--- src/rtl/cdb_pkg.sv ---
// ---------------------------------------------------------------------------
// cdb_pkg
// Shared definitions for the common data bus (CDB). The reservation
// stations, the ROB and the CDB arbiter all import this package so they
// agree on the shape of the broadcast.
//   ROBID_W   : ROB id width carried on the bus
//   DATA_W    : result width carried on the bus
//   cdb_bus_t : packed {valid, id, val} broadcast word
// ---------------------------------------------------------------------------
package cdb_pkg;

   localparam int ROBID_W = 4;
   localparam int DATA_W  = 8;

   typedef struct packed {
      logic               valid;
      logic [ROBID_W-1:0] id;
      logic [DATA_W-1:0]  val;
   } cdb_bus_t;

endpackage

--- src/rtl/rr_arbiter.sv ---
// ---------------------------------------------------------------------------
// rr_arbiter
// Generic, purely combinational round-robin grant logic. The search begins
// at index ptr and moves upward, wrapping at N; the first set request wins.
// Ports:
//   req       in  N      request vector
//   ptr       in  PTR_W  priority pointer, must be in 0..N-1
//   enable    in  1      when low no grant is produced
//   grant     out N      one-hot grant (all zero when nothing is granted)
//   grant_idx out PTR_W  index of the granted requester (0 when none)
//   any_grant out 1      a grant was produced this cycle
// ---------------------------------------------------------------------------
module rr_arbiter
   import cdb_pkg::*;
#(
   parameter int N     = 4,
   parameter int PTR_W = $clog2(N)
) (
   input  logic [N-1:0]     req,
   input  logic [PTR_W-1:0] ptr,
   input  logic             enable,
   output logic [N-1:0]     grant,
   output logic [PTR_W-1:0] grant_idx,
   output logic             any_grant
);

   always_comb begin
      int idx;
      grant     = '0;
      grant_idx = '0;
      any_grant = 1'b0;
      idx       = 0;
      if (enable) begin
         for (int k = 0; k < N; k++) begin
            // ptr < N and k < N, so a single subtraction is enough to wrap;
            // this keeps non-power-of-two N correct.
            idx = int'(ptr) + k;
            if (idx >= N) idx = idx - N;
            if (!any_grant && req[idx]) begin
               grant[idx] = 1'b1;
               grant_idx  = PTR_W'(idx);
               any_grant  = 1'b1;
            end
         end
      end
   end

endmodule

--- src/rtl/cdb_arbiter.sv ---
// ---------------------------------------------------------------------------
// cdb_arbiter
// Shares the single common data bus among NUM_REQ functional units. One
// requester is granted per cycle (same-cycle grant), and the winner's ROB id
// and result are registered onto the broadcast one cycle later.
// Ports:
//   clk       in  1               rising-edge clock
//   rst       in  1               synchronous active-high reset
//   flush     in  1               squashes the grant and the broadcast
//   req       in  NUM_REQ         per-FU request (cdb_transmit_out)
//   req_id    in  NUM_REQ*ID_W    per-FU ROB id, FU i at [i*ID_W +: ID_W]
//   req_val   in  NUM_REQ*DATA_W  per-FU result, FU i at [i*DATA_W +: DATA_W]
//   grant     out NUM_REQ         one-hot grant (cdb_transmit)
//   cdb_valid out 1               broadcast valid
//   cdb_id    out ID_W            broadcast ROB id
//   cdb_val   out DATA_W          broadcast value
// ---------------------------------------------------------------------------
module cdb_arbiter #(
   parameter int NUM_REQ = 4,
   parameter int ID_W    = 4,
   parameter int DATA_W  = 8
) (
   input  logic                      clk,
   input  logic                      rst,
   input  logic                      flush,
   input  logic [NUM_REQ-1:0]        req,
   input  logic [NUM_REQ*ID_W-1:0]   req_id,
   input  logic [NUM_REQ*DATA_W-1:0] req_val,
   output logic [NUM_REQ-1:0]        grant,
   output logic                      cdb_valid,
   output logic [ID_W-1:0]           cdb_id,
   output logic [DATA_W-1:0]         cdb_val
);
   import cdb_pkg::*;

   localparam int PTR_W = $clog2(NUM_REQ);

   logic [PTR_W-1:0]  ptr;
   logic [PTR_W-1:0]  ptr_nxt;
   logic [PTR_W-1:0]  grant_idx;
   logic              any_grant;
   logic              enable;
   logic [ID_W-1:0]   sel_id;
   logic [DATA_W-1:0] sel_val;

   // Reset and flush both suppress the grant, so no FU believes it was
   // served in a cycle whose broadcast is going to be discarded.
   assign enable = ~rst & ~flush;

   rr_arbiter #(
      .N     (NUM_REQ),
      .PTR_W (PTR_W)
   ) u_rr (
      .req       (req),
      .ptr       (ptr),
      .enable    (enable),
      .grant     (grant),
      .grant_idx (grant_idx),
      .any_grant (any_grant)
   );

   assign sel_id  = req_id[int'(grant_idx)*ID_W +: ID_W];
   assign sel_val = req_val[int'(grant_idx)*DATA_W +: DATA_W];

   // Explicit wrap: NUM_REQ need not be a power of two.
   assign ptr_nxt = (grant_idx == PTR_W'(NUM_REQ-1)) ? '0 : grant_idx + PTR_W'(1);

   // ---- stage boundary: grant -> registered broadcast ----
   always_ff @(posedge clk) begin
      if (rst) begin
         ptr       <= '0;
         cdb_valid <= 1'b0;
         cdb_id    <= '0;
         cdb_val   <= '0;
      end else begin
         cdb_valid <= any_grant;
         if (any_grant) begin
            ptr     <= ptr_nxt;
            cdb_id  <= sel_id;
            cdb_val <= sel_val;
         end
      end
   end

endmodule

--- config.mk ---
export PLATFORM = sky130hd
export DESIGN_NAME = cdb_arbiter
export DESIGN_NICKNAME = d
export VERILOG_FILES = /design/src/rtl/cdb_pkg.sv /design/src/rtl/rr_arbiter.sv /design/src/rtl/cdb_arbiter.sv
export SDC_FILE = /design/constraint.sdc
export NUM_CORES = 1
export LEC_CHECK = 0
export CORE_MARGIN = 1
export CORE_UTILIZATION = 39
export DETAILED_ROUTE_END_ITERATION = 12
export GPL_TIMING_DRIVEN = 0
export PLACE_DENSITY_LB_ADDON = 0.3
export SYNTH_ARGS = -nofsm -noshare
export SYNTH_HDL_FRONTEND = slang
export SYNTH_SLANG_ARGS = --single-unit
export TNS_END_PERCENT = 10
--- constraint.sdc ---
create_clock -name clk -period 3.8 [get_ports clk]
set_input_delay 0.76 -clock clk [delete_from_list [all_inputs] [get_ports clk]]
set_output_delay 0.76 -clock clk [all_outputs]
set_load 0.02 [all_outputs]
==> results of run 1 <==
==> worst max path at each step <==
stage / startpoint / to / slack (ps) / cells past startpoint
after CTS: ptr[0]$_SDFFE_PP0P_ / grant[3] / 90 / 8
final: req[0] / grant[3] / 90 / 7
after detailed placement: req[0] / grant[3] / -200 / 7
after global routing: ptr[0]$_SDFFE_PP0P_ / grant[3] / 7 / 8
after global placement: req[0] / grant[0] / -110 / 7
after floorplan: ptr[0]$_SDFFE_PP0P_ / grant[0] / 670 / 7
==> kinds of logic after synthesis <==
| group | count (synthesis) | synth area share [%] |
|---|---|---|
| AOI/OAI and AO/OA | 28 | 19.53 |
| xor gates and xnor gates | 1 | 0.6804 |
| adders and majority gates | 4 | 3.887 |
| buffers and inverters | 11 | 8.843 |
| DFF | 15 | 23.32 |
| muxes | 32 | 29.25 |
| and+or+nand+nor | 35 | 14.48 |
==> power breakdown <==
part | switching, mW | leakage, nW | total, mW | internal [mW]
clock | 0.0512 | 0.0150 | 0.0920 | 0.0408
sequential | 0.0417 | 0.124 | 0.252 | 0.210
combinational | 0.327 | 0.612 | 0.680 | 0.354
==> flip-flops by register name (all words and copies together), names as in the netlist <==
name       count
cdb_id         4
cdb_val        8
cdb_valid      1
ptr            2
==> area by class of cell <==
type | instances | share of cell area, %
plain buffers | 9 | 5.099
clock buffers | 4 | 1.260
inverters | 2 | 0.3599
multi-input cells | 100 | 41.99
flip-flops and latches | 15 | 14.46
well taps | 44 | 2.639
repair buffers | 72 | 34.19
==> critical path, stage by stage <==
cell,delay [ps]
clkdlybuf4s50_1,550
mux4_2,550
buf_6,170
nor4b_4,350
a221oi_1,140
nor2_1,110
clkdlybuf4s15_1,300
==> stage by stage <==
step / util [%] / power, mW / setup TNS, ps / instances
floorplan: - / 0.6942 / 0 / 126
global placement: 66.17 / 0.9029 / -435.6 / 241
detailed placement: 66.17 / 0.9267 / -765.4 / 241
CTS: 67.14 / 1.020 / 0 / 246
global route: 67.22 / 1.083 / 0 / 246
finish: 67.22 / 1.024 / 0 / 246
==> metal layers <==
layer  track usage [%]  part of all wire (%)  up-vias
li1                  -                     -      637
met1             23.80                    40      626
met2             41.25                    53       62
met3             4.367                   6.3        6
met4             7.483                   1.2        0
met5                 0                     0        -
==> Yosys cell counts <==
master	n
o211ai_2	1
a21oi_1	1
a22oi_1	4
o31ai_1	1
nor3b_1	1
or2_2	1
buf_2	1
nor2b_4	1
o21a_2	1
nor2_1	11
buf_6	5
mux2_2	2
a221oi_1	4
o211ai_1	1
mux4_1	1
nor4b_4	1
mux2i_1	26
buf_12	2
o41ai_2	1
nor2_4	1
nand2_1	15
xor2_1	1
or3_1	1
o221ai_1	12
inv_1	2
o22a_1	1
mux4_2	3
nor2b_1	2
ha_1	4
clkbuf_2	1
dfxtp_1	15
a2bb2oi_2	1
or2b_1	1
==> placed cells by master (no fill, tap or decap), drive strengths merged, types with 2 or more instances in the layout <==
cell type      count
nor2b              3
clkbuf             6
inv                2
nor2              12
a22oi              4
o221ai            12
buf                9
mux4               4
clkdlybuf4s15      3
ha                 4
mux2i             26
dfxtp             15
clkdlybuf4s50     67
a221oi             4
nand2             15
o211ai             2
mux2               2
==> what timing repair did <==
item	CTS	global route
hold endpoints to repair	0	0
setup endpoints to repair	4	4
cloned	0	0
resized for setup	5	6
pin swaps	1	1
buffers inserted	1	0
==> impl_metrics.json, run 1 <==
{
  "status": "completed",
  "ys_seq_area_share_pct": 23.32,
  "path_class": "in -> out",
  "die_y_um": 59.46,
  "slew_viol_final": 0,
  "syn_inst": 126,
  "synth_area_leaders": "dfxtp_1, mux2i_1, o221ai_1",
  "avgSynthCellArea_um2": 10.22,
  "ios": 72,
  "maxSlewHeadroom_pct": 75.26,
  "synth_area_leader_cell": "dfxtp_1",
  "num_rows": 20,
  "track_usage_pct": 21.82,
  "grt_max_degree": 11,
  "hold_buffers": 0,
  "dpl_worst_slack_ps": -200.4,
  "max_cap_viol_count": 0,
  "r2r-end": "cdb_val[6]$_SDFFE_PP0P_",
  "dp.final_hpwl_mm": 2.984,
  "vias": 1331,
  "antenna_found_initial": 0,
  "cp-start-kind": "input pin",
  "multi_input_area_um2": 875.8,
  "critPathMaxFanout": 10,
  "htree_levels": 1,
  "nets": 262,
  "num_antenna_cells": 0,
  "grt-ovfl-total": 0,
  "fin_crit_ps": 3708,
  "arrival_ps": 2950,
  "io_buffers": 71,
  "totalWireLength_mm": 3.733,
  "cp-end-kind": "primary output",
  "die_w_um": 59.46,
  "cts_buffers": 3,
  "hold_viol": 0,
  "synth_seq_cells": 15,
  "final_antenna_net_count": 0,
  "cts_buffer_depth": 2,
  "hold_class": "reg -> reg",
  "cts-root-buf": "clkbuf_4",
  "p_leak_nw": 0.7512,
  "setup_viol": 0,
  "syn_area_mm2": 0.001287,
  "grt_pass1_vias": 1330,
  "start_util_pct": 41.49,
  "drt_pass1_iterations": 5,
  "yosysTopAreaCellShare_pct": 23.32,
  "fmax_mhz": 269.7,
  "clock_skew_ps": 5.970,
  "worst_slack_ps": 92.10,
  "drc": 0,
  "grt_pass1_wl_mm": 5.664,
  "synth_warnings": 0,
  "synth.net_count": 185,
  "n_fill_cell": 273,
  "stdcell_area_mm2": 0.002086,
  "die-area_mm2": 0.003535,
  "regArea_um2": 301.5,
  "rrSetupSlack_ps": 770,
  "hold_path_depth": 2,
  "tightest_slew_ps": 367.9,
  "drt_iter0_drc": 46,
  "clkLatencyLatePin_ps": 280,
  "drive_above_1_share_pct": 14.36,
  "min-delay-start": "cdb_val[0]$_SDFFE_PP0P_",
  "hold_slack_ps": 478.8,
  "r2r-start": "ptr[0]$_SDFFE_PP0P_",
  "min_to": "cdb_val[0]$_SDFFE_PP0P_",
  "ys_types": 33,
  "finalCritPeriodShare_pct": 97.58,
  "cts_sinks": 15,
  "vias_per_cell": 5.411,
  "worstRegToRegCells": 8,
  "placed_area_mm2": 0.002053,
  "syn_to_final_growth_pct": 62.00,
  "rsz0062_at_grt": "no",
  "clkTransAtPathRegs_ps": 90,
  "finalWeightedCongestion": 0.8518,
  "required_ps": 3040,
  "wl_per_cell_um": 15.17,
  "peakVddDrop_mv": 0.2035,
  "core_area_mm2": 0.003103,
  "power_density_mw_per_mm2": 491.0,
  "tritoncts": "built"
}
No activity file was read; power rests on OpenSTA's default activity.
==> inputs of run 2 (changes only) <==
--- a/config.mk
+++ b/config.mk
@@ -5,6 +5,7 @@
 export SDC_FILE = /design/constraint.sdc
 export NUM_CORES = 1
 export LEC_CHECK = 0
+export CAP_MARGIN = 0
 export CORE_MARGIN = 1
 export CORE_UTILIZATION = 39
 export DETAILED_ROUTE_END_ITERATION = 12
==> results of run 2 <==
Same layout as run 1: the final DEF is identical, and so are final timing and power.
